$ cat src/rtl/imm_gen_pipe.sv
// imm_gen_pipe: registered RV32I immediate generator behind a two-entry skid buffer.
// Optional feature: define IMMGEN_ZICSR_EN to decode CSRRWI/CSRRSI/CSRRCI zimm as type Z.
module imm_gen_pipe #(
    parameter int unsigned XLEN = 32
) (
    input  logic            clk,
    input  logic            rst_n,
    input  logic            in_valid,
    output logic            in_ready,
    input  logic [31:0]     in_instr,
    input  logic            flush,
    output logic            out_valid,
    input  logic            out_ready,
    output logic [XLEN-1:0] out_imm,
    output logic [2:0]      out_type,
    output logic            out_illegal
);

    typedef enum logic [1:0] {EMPTY, ONE, FULL} state_t;
    typedef enum logic [2:0] {
        T_NONE = 3'd0, T_I = 3'd1, T_S = 3'd2, T_B = 3'd3,
        T_U    = 3'd4, T_J = 3'd5, T_Z = 3'd6
    } imm_type_t;

    state_t          state, state_nxt;
    logic            accept, fire, load_out, load_skid, skid_to_out;
    logic [31:0]     imm32;
    logic [XLEN-1:0] dec_imm, skid_imm;
    logic [2:0]      dec_type, skid_type;
    logic            dec_illegal, skid_illegal;

    always_comb begin
        imm32       = '0;
        dec_type    = T_NONE;
        dec_illegal = 1'b0;
        if (in_instr[1:0] != 2'b11) begin
            dec_illegal = 1'b1;
        end else begin
            case (in_instr[6:0])
                7'b0010011, 7'b0000011, 7'b1100111: begin
                    imm32    = {{20{in_instr[31]}}, in_instr[31:20]};
                    dec_type = T_I;
                end
                7'b1110011: begin
`ifdef IMMGEN_ZICSR_EN
                    if (in_instr[14]) begin
                        imm32    = {27'b0, in_instr[19:15]};
                        dec_type = T_Z;
                    end else begin
                        imm32    = {{20{in_instr[31]}}, in_instr[31:20]};
                        dec_type = T_I;
                    end
`else
                    imm32    = {{20{in_instr[31]}}, in_instr[31:20]};
                    dec_type = T_I;
`endif
                end
                7'b0100011: begin
                    imm32    = {{20{in_instr[31]}}, in_instr[31:25], in_instr[11:7]};
                    dec_type = T_S;
                end
                7'b1100011: begin
                    imm32    = {{19{in_instr[31]}}, in_instr[31], in_instr[7],
                                in_instr[30:25], in_instr[11:8], 1'b0};
                    dec_type = T_B;
                end
                7'b0110111, 7'b0010111: begin
                    imm32    = {in_instr[31:12], 12'b0};
                    dec_type = T_U;
                end
                7'b1101111: begin
                    imm32    = {{11{in_instr[31]}}, in_instr[31], in_instr[19:12],
                                in_instr[20], in_instr[30:21], 1'b0};
                    dec_type = T_J;
                end
                7'b0110011, 7'b0001111: dec_type = T_NONE;
                default:                dec_illegal = 1'b1;
            endcase
        end
        // Z immediates have bit 31 clear, so sign extension leaves them zero-extended
        dec_imm        = {XLEN{imm32[31]}};
        dec_imm[31:0]  = imm32;
    end

    always_ff @(posedge clk or negedge rst_n) begin
        if (!rst_n) state <= EMPTY;
        else        state <= state_nxt;
    end

    always_comb begin
        state_nxt = state;
        if (flush) begin
            state_nxt = EMPTY;
        end else begin
            case (state)
                EMPTY: if (accept) state_nxt = ONE;
                ONE: begin
                    if (accept && !fire)      state_nxt = FULL;
                    else if (!accept && fire) state_nxt = EMPTY;
                end
                FULL:    if (fire) state_nxt = ONE;
                default: state_nxt = EMPTY;
            endcase
        end
    end

    // in_ready and out_valid depend only on the state register
    always_comb begin
        out_valid   = (state != EMPTY);
        in_ready    = (state != FULL);
        accept      = in_valid && in_ready;
        fire        = out_valid && out_ready;
        load_out    = accept && !flush && ((state == EMPTY) || fire);
        load_skid   = accept && !flush && (state == ONE) && !fire;
        skid_to_out = fire && !flush && (state == FULL);
    end

    always_ff @(posedge clk or negedge rst_n) begin
        if (!rst_n) begin
            out_imm      <= '0;
            out_type     <= '0;
            out_illegal  <= 1'b0;
            skid_imm     <= '0;
            skid_type    <= '0;
            skid_illegal <= 1'b0;
        end else begin
            if (load_out) begin
                out_imm     <= dec_imm;
                out_type    <= dec_type;
                out_illegal <= dec_illegal;
            end else if (skid_to_out) begin
                out_imm     <= skid_imm;
                out_type    <= skid_type;
                out_illegal <= skid_illegal;
            end
            if (load_skid) begin
                skid_imm     <= dec_imm;
                skid_type    <= dec_type;
                skid_illegal <= dec_illegal;
            end
        end
    end

endmodule

$ cat config.mk
export PLATFORM = sky130hd
export DESIGN_NAME = imm_gen_pipe
export DESIGN_NICKNAME = d
export VERILOG_FILES = /design/src/rtl/imm_gen_pipe.sv
export SDC_FILE = /design/constraint.sdc
export NUM_CORES = 1
export LEC_CHECK = 0
export CAP_MARGIN = 20
export CELL_PAD_IN_SITES_DETAIL_PLACEMENT = 1
export CELL_PAD_IN_SITES_GLOBAL_PLACEMENT = 1
export CORE_ASPECT_RATIO = 1.2
export CORE_UTILIZATION = 39
export DETAILED_ROUTE_END_ITERATION = 6
export PLACE_DENSITY = 0.87
export SLEW_MARGIN = 20
export SYNTH_ARGS = -nofsm -noshare
export SYNTH_HDL_FRONTEND = slang
export SYNTH_SLANG_ARGS = --single-unit
$ cat constraint.sdc
create_clock -name clk -period 2.2 [get_ports clk]
set_clock_uncertainty 0.1 [all_clocks]
set_input_delay 0.44 -clock clk [delete_from_list [all_inputs] [get_ports clk]]
set_output_delay 0.44 -clock clk [all_outputs]
set_load 0.02 [all_outputs]
==> results of run 1 <==
-- cells by family (layout without fill, tap and decap cells) --
logic type | count (synthesis) | in the layout | synth area share [%]
simple gates | 189 | 189 | 25.4
compound gates | 82 | 82 | 16.8
flops | 74 | 74 | 50.4
buf+inv | 32 | 144 | 4.26
mux | 10 | 10 | 2.93
xor+xnor | 1 | 1 | 0.239
-- cell usage after synthesis (2+ instances only) --
cell       instances  area [sq um]
or3b_1             2          17.5
nand3_1           29           145
a31oi_1           10          62.6
o2bb2ai_1          6          52.6
nor3_1             4          20.0
clkbuf_1          10          37.5
inv_1              3          11.3
buf_6              2          22.5
a32oi_1            9          78.8
or2_2              2          12.5
nor2b_1            2          12.5
a21oi_1           24           120
nand2b_1           7          43.8
nand2_1           77           289
buf_2             17          85.1
a21oi_2            2          17.5
or3_1              2          12.5
and2_1             3          18.8
dfrtp_1           74          1850
mux2i_1            7          70.1
nor2_1            28           105
a21o_1             3          22.5
o31ai_1            3          22.5
nand4b_1           2          17.5
o21a_1             2          15.0
a221o_1            2          20.0
and3_1             7          43.8
mux2_2             2          22.5
a22o_1             8          70.1
nand4_1           12          75.1
o21ai_1            2          10.0
nor2_2             2          12.5
-- path summary, 6_finish.rpt --
path,startpoint,end,slack [ns]
setup reg to reg,state[1]$_DFFE_PN0P_,skid_imm[30]$_DFFE_PN0P_,0.24
hold / removal,rst_n,out_imm[13]$_DFFE_PN0P_,0.005
hold reg to reg,out_type[1]$_DFFE_PN0P_,out_type[1]$_DFFE_PN0P_,0.39
min in group clk,out_type[1]$_DFFE_PN0P_,out_type[1]$_DFFE_PN0P_,0.39
max in group asynchronous,rst_n,out_imm[28]$_DFFE_PN0P_,1.69
setup / recovery,in_instr[2],out_imm[0]$_DFFE_PN0P_,0.1
-- worst reg2reg max path, cell delays in order, from the launching register on --
cell and delay (ns):
dfrtp_1 0.46, nand2b_1 0.19, buf_4 0.14, nor3_2 0.14, buf_4 0.17, o21a_1 0.45, a21oi_1 0.17
-- final cells by class --
| class | count | share of cell area [%] |
|---|---|---|
| Inverter | 3 | 0.223 |
| Clock buffer | 11 | 2.79 |
| Tap cell | 120 | 2.97 |
| Sequential cell | 74 | 36.6 |
| Timing Repair Buffer | 125 | 23.1 |
| Multi-Input combinational cell | 282 | 33.2 |
| Clock inverter | 5 | 1.06 |
-- stage by stage --
stage	hold slack [ns]	utilization (%)	area (sq um)	TNS [ns]	worst slack, ns
2_1_floorplan	0.0444	-	3670	0	0.401
3_3_place_gp	0.357	53.4	4850	-8.94	-0.252
3_5_place_dp	0.378	53.4	4850	-12.88	-0.344
4_1_cts	0.0212	55.6	5040	0	0.0304
5_1_grt	0.0199	55.7	5060	0	0.00640
6_report	0.00498	55.7	5060	0	0.0966
-- power breakdown --
group | switching (mW) | internal (mW)
Sequential | 0.128 | 1.57
Combinational | 0.417 | 0.397
Clock | 0.514 | 0.551
-- state kept, by name (all words and copies together), names as in the netlist --
register and cells:
state 2, skid_imm 32, out_illegal 1, out_imm 32, skid_illegal 1, out_type 3, skid_type 3
-- routing by layer --
layer | GRT usage, % | share of wire [%] | up-vias
met2 | 45.7 | 54 | 98
li1 | - | - | 1600
met3 | 5.41 | 4.0 | 24
met5 | 0 | 0 | -
met4 | 11.1 | 2.8 | 0
met1 | 30.1 | 40 | 1793
-- timing repair --
item                       4_1_cts  5_1_grt
setup endpoints to repair        1        7
pin swaps                        0        0
resized for setup                1        3
==> flow_metrics.py, run 1 <==
metrics = {
    "floorplan": {
        "core_sq_mm": 0.00908,
        "rows": 38,
        "io_pins": 75,
        "die_h_microns": 108,
        "die_width_microns": 90.6,
        "start_util_pct": 40.4,
        "die-area_sq_mm": 0.00981,
    },
    "synth": {
        "yosysWarnings": 0,
        "syn_area_sq_mm": 0.00367,
        "yosys_register_bits": 74,
        "ys_seq_area_share_pct": 50.4,
        "syn_nets": 425,
        "ys.flop_type": "dfrtp_1",
        "avgSynthCellArea_sq_um": 9.46,
        "synth_edf_count": 0,
        "synth_cells": 388,
        "ys_types": 55,
        "synth-async-reset-ratio_pct": 100,
    },
    "finish": {
        "drive_above_1_share_pct": 17.6,
        "num-fill-cells": 1063,
        "finalNonFillerCells": 620,
        "multi_input_area_sq_mm": 0.00168,
        "final_cell_mix": "nand2_1, dfrtp_1, clkdlybuf4s50_1",
        "final_common_cell": "nand2_1",
        "num-nets-final": 532,
        "layout.area.seq_sq_mm": 0.00185,
        "n_antenna_cell": 0,
        "syn_to_final_growth_pct": 37.8,
    },
    "sta": {
        "rsz0062_at_grt": "no",
        "slew_headroom_pct": 64.7,
        "slew_viol_final": 0,
        "fmax_ghz": 0.475,
        "worstMarginPinSlew_ns": 0.526,
        "min_period_over_period_pct": 95.6,
        "period_needed_ns": 2.10,
        "hold_violations": 0,
        "finalSetupViolCount": 0,
    },
    "detailed_routing": {
        "drt-vias-per-instance": 5.67,
        "wirelength_mm": 11.9,
        "drt-pass1-iter-count": 4,
        "drc": 0,
        "drt_iter0_drc": 214,
        "avgRoutedWirePerCell_microns": 19.1,
        "antenna_left": 0,
        "num_vias": 3515,
    },
    "job": {
        "cap_violations": 0,
    },
    "clock_tree": {
        "root_buffer": "clkbuf_8",
        "cts_buffers": 9,
        "cts_tree": "yes",
        "post_cts_buffers": 0,
        "clock-sinks": 74,
        "clk-insertion-delay-late_ns": 0.36,
        "cts_hold_buf": 0,
        "clkTransAtPathRegs_ns": 0.08,
        "clockBufferDepth": 2,
        "h-tree-depth": 3,
    },
    "setup_path": {
        "crit_chain": "clkdlybuf4s50_1 -> buf_4 -> or3b_1 -> a2111oi_2 -> a21oi_1 -> o211ai_2",
        "critPathBufInv": 2,
        "reg2regPathDepth": 6,
        "path_depth": 6,
        "worst_path_max_delay_cell": "clkdlybuf4s50_1",
        "critPathCaptureType": "flop",
        "critPathTopFamily": "buffers and inverters",
        "cp-start-kind": "input pin",
        "required_ns": 2.38,
        "cp_slowest_stage_delay_ns": 0.56,
        "path_class": "input pin to flop",
        "critPathArrivalTime_ns": 2.28,
        "crit_path_max_fanout": 9,
    },
    "power": {
        "p_total_mw": 3.58,
        "power_leakage_nw": 2.20,
        "power_density_mw_per_mm2": 707,
        "irDropWorstVdd_mv": 0.316,
    },
    "global_routing": {
        "grt_pass1_vias": 3830,
        "grt_max_degree": 75,
        "antenna_found_initial": 0,
        "grt_pass1_wl_mm": 19.5,
        "grt_overflow": 0,
        "grt_usage_pct": 25.7,
    },
    "place": {
        "place_congestion": 0.850,
        "placed_cells": 604,
        "portBuffers": 74,
        "dp_hpwl_mm": 8.63,
    },
    "hold_path": {
        "hold_class": "input pin to async pin",
    },
    "status": {
        "status": "complete, no violations",
    },
}
No activity file was read; power rests on OpenSTA's default activity.
==> inputs of run 2 (changes only) <==
--- a/config.mk
+++ b/config.mk
@@ -11,7 +11,7 @@
 export CORE_ASPECT_RATIO = 1.2
 export CORE_UTILIZATION = 39
 export DETAILED_ROUTE_END_ITERATION = 6
-export PLACE_DENSITY = 0.87
+export PLACE_DENSITY = 0.85
 export SLEW_MARGIN = 20
 export SYNTH_ARGS = -nofsm -noshare
 export SYNTH_HDL_FRONTEND = slang
==> run 2 against run 1 <==
- fmax down 0.74%
- combinational power down 1%
- non-clock buffer count is 2 lower
- largest cell class unchanged
- clock-buffer cell count stayed put
- first-iteration DRC count is 15% lower
- power grew 5.4%
==> flow_metrics.py, run 2 (synthesis gave the netlist of run 1 again) <==
metrics = {
    "status": {
        "status": "complete, no violations",
    },
    "global_routing": {
        "grt_usage_pct": 25.7,
        "grt_pass1_wl_mm": 19.6,
        "grt_overflow": 0,
        "antenna_found_initial": 0,
        "grt_pass1_vias": 3819,
        "grt_max_degree": 75,
    },
    "setup_path": {
        "required_ns": 1.66,
        "cp_slowest_stage_delay_ns": 0.62,
        "crit_path_max_fanout": 8,
        "critPathCaptureType": "primary output",
        "crit_chain": "nand2b_1 -> clkdlybuf4s50_1",
        "cp-start-kind": "flop",
        "critPathArrivalTime_ns": 1.58,
        "worst_path_max_delay_cell": "clkdlybuf4s50_1",
        "path_class": "flop to primary output",
        "critPathTopFamily": "buffers and inverters",
        "critPathBufInv": 1,
    },
    "sta": {
        "worstMarginPinSlew_ns": 0.454,
        "holdWs_ns": 0.00733,
        "min_period_over_period_pct": 96.3,
        "setup_slack_ns": 0.0809,
        "slew_headroom_pct": 69.7,
        "rsz0062_at_grt": "no",
        "hold_violations": 0,
        "fmax_ghz": 0.472,
        "period_needed_ns": 2.12,
        "finalSetupViolCount": 0,
        "slew_viol_final": 0,
    },
    "detailed_routing": {
        "num_vias": 3489,
        "antenna_left": 0,
        "avgRoutedWirePerCell_microns": 19.2,
        "drc": 0,
        "drt_iter0_drc": 181,
        "drt-vias-per-instance": 5.65,
        "drt-pass1-iter-count": 5,
        "wirelength_mm": 11.8,
    },
    "clock_tree": {
        "cts_buffers": 9,
        "clock-sinks": 74,
        "post_cts_buffers": 0,
        "h-tree-depth": 3,
        "root_buffer": "clkbuf_8",
        "clkTransAtPathRegs_ns": 0.07,
        "cts_tree": "yes",
        "clk-insertion-delay-late_ns": 0.35,
        "clockBufferDepth": 2,
    },
    "finish": {
        "syn_to_final_growth_pct": 39.2,
        "final_common_cell": "nand2_1",
        "reg_top3": "out_imm x32, skid_imm x32",
        "layout.area.seq_sq_mm": 0.00185,
        "n_antenna_cell": 0,
        "final_cell_area_sq_mm": 0.00511,
        "multi_input_area_sq_mm": 0.00170,
        "final_cell_mix": "nand2_1, dfrtp_1, clkdlybuf4s50_1",
        "num-fill-cells": 1036,
        "num-nets-final": 530,
        "drive_above_1_share_pct": 17.1,
    },
    "power": {
        "irDropWorstVdd_mv": 0.305,
        "power_leakage_nw": 2.23,
        "power_density_mw_per_mm2": 737,
    },
    "floorplan": {
        "die-area_sq_mm": 0.00981,
        "die_width_microns": 90.6,
        "core_sq_mm": 0.00908,
        "die_h_microns": 108,
        "start_util_pct": 40.4,
        "rows": 38,
        "io_pins": 75,
    },
    "hold_path": {
        "hold_class": "input pin to async pin",
    },
    "place": {
        "dpl_cell_area_sq_mm": 0.00485,
        "dp_hpwl_mm": 8.21,
        "dp_slack_ns": -0.367,
        "place_congestion": 0.918,
        "portBuffers": 74,
    },
    "job": {
        "cap_violations": 0,
    },
}
==> run 2: area by class of cell <==
type / instances / share of cell area (%)
clock inverter: 5 / 2.01
inverter: 3 / 0.220
multi-input combinational: 282 / 33.2
timing repair buffer: 123 / 22.9
sequential: 74 / 36.2
tap: 120 / 2.94
clock buffer: 11 / 2.57
==> run 2: where the power goes <==
| group | internal, mW | switching [mW] | leakage [nW] | total (mW) |
|---|---|---|---|---|
| clock | 0.753 | 0.516 | 0.114 | 1.27 |
| sequential | 1.57 | 0.126 | 0.951 | 1.69 |
| combinational | 0.393 | 0.412 | 1.16 | 0.805 |
==> run 2: worst paths after layout <==
path | slack (ns) | cells past startpoint | from | end
setup / recovery | 0.08 | 2 | state[0]$_DFFE_PN0P_ | in_ready
max in group asynchronous | 1.66 | 2 | rst_n | skid_imm[1]$_DFFE_PN0P_
hold reg to reg | 0.39 | 2 | skid_type[2]$_DFFE_PN0P_ | skid_type[2]$_DFFE_PN0P_
min in group clk | 0.39 | 2 | skid_type[2]$_DFFE_PN0P_ | skid_type[2]$_DFFE_PN0P_
hold / removal | 0.007 | 2 | rst_n | state[0]$_DFFE_PN0P_
setup reg to reg | 0.33 | 4 | state[1]$_DFFE_PN0P_ | skid_imm[5]$_DFFE_PN0P_
==> run 2: worst reg2reg max path: stages, from the launching register on <==
cell      delay, ns
dfrtp_1        0.46
nand2b_1       0.20
or3_1          0.48
nor3_4         0.38
a22o_1         0.20
==> run 2: through the flow <==
step / std cells / setup TNS, ns / utilization [%] / total power, mW
2_1_floorplan: 388 / 0 / - / 2.09
5_1_grt: 618 / 0 / 56.3 / 3.93
6_report: 618 / 0 / 56.3 / 3.77
3_3_place_gp: 602 / -10.03 / 53.4 / 2.47
3_5_place_dp: 602 / -14.90 / 53.4 / 2.52
4_1_cts: 618 / 0 / 56.0 / 3.79
==> run 2: routing by layer <==
| layer | vias to the layer above | share of wire [%] | routed length [microns] | global-route usage, % |
|---|---|---|---|---|
| li1 | 1600 | - | - | - |
| met4 | 0 | 1.6 | 192 | 8.53 |
| met5 | - | 0 | 0 | 0 |
| met3 | 15 | 4.6 | 540 | 4.29 |
| met2 | 98 | 54 | 6410 | 47.4 |
| met1 | 1776 | 40 | 4700 | 30.4 |
==> run 2: repair_timing <==
action                     4_1_cts  5_1_grt
hold buffers                     0        0
resized for setup                2        5
setup endpoints to repair        4       20
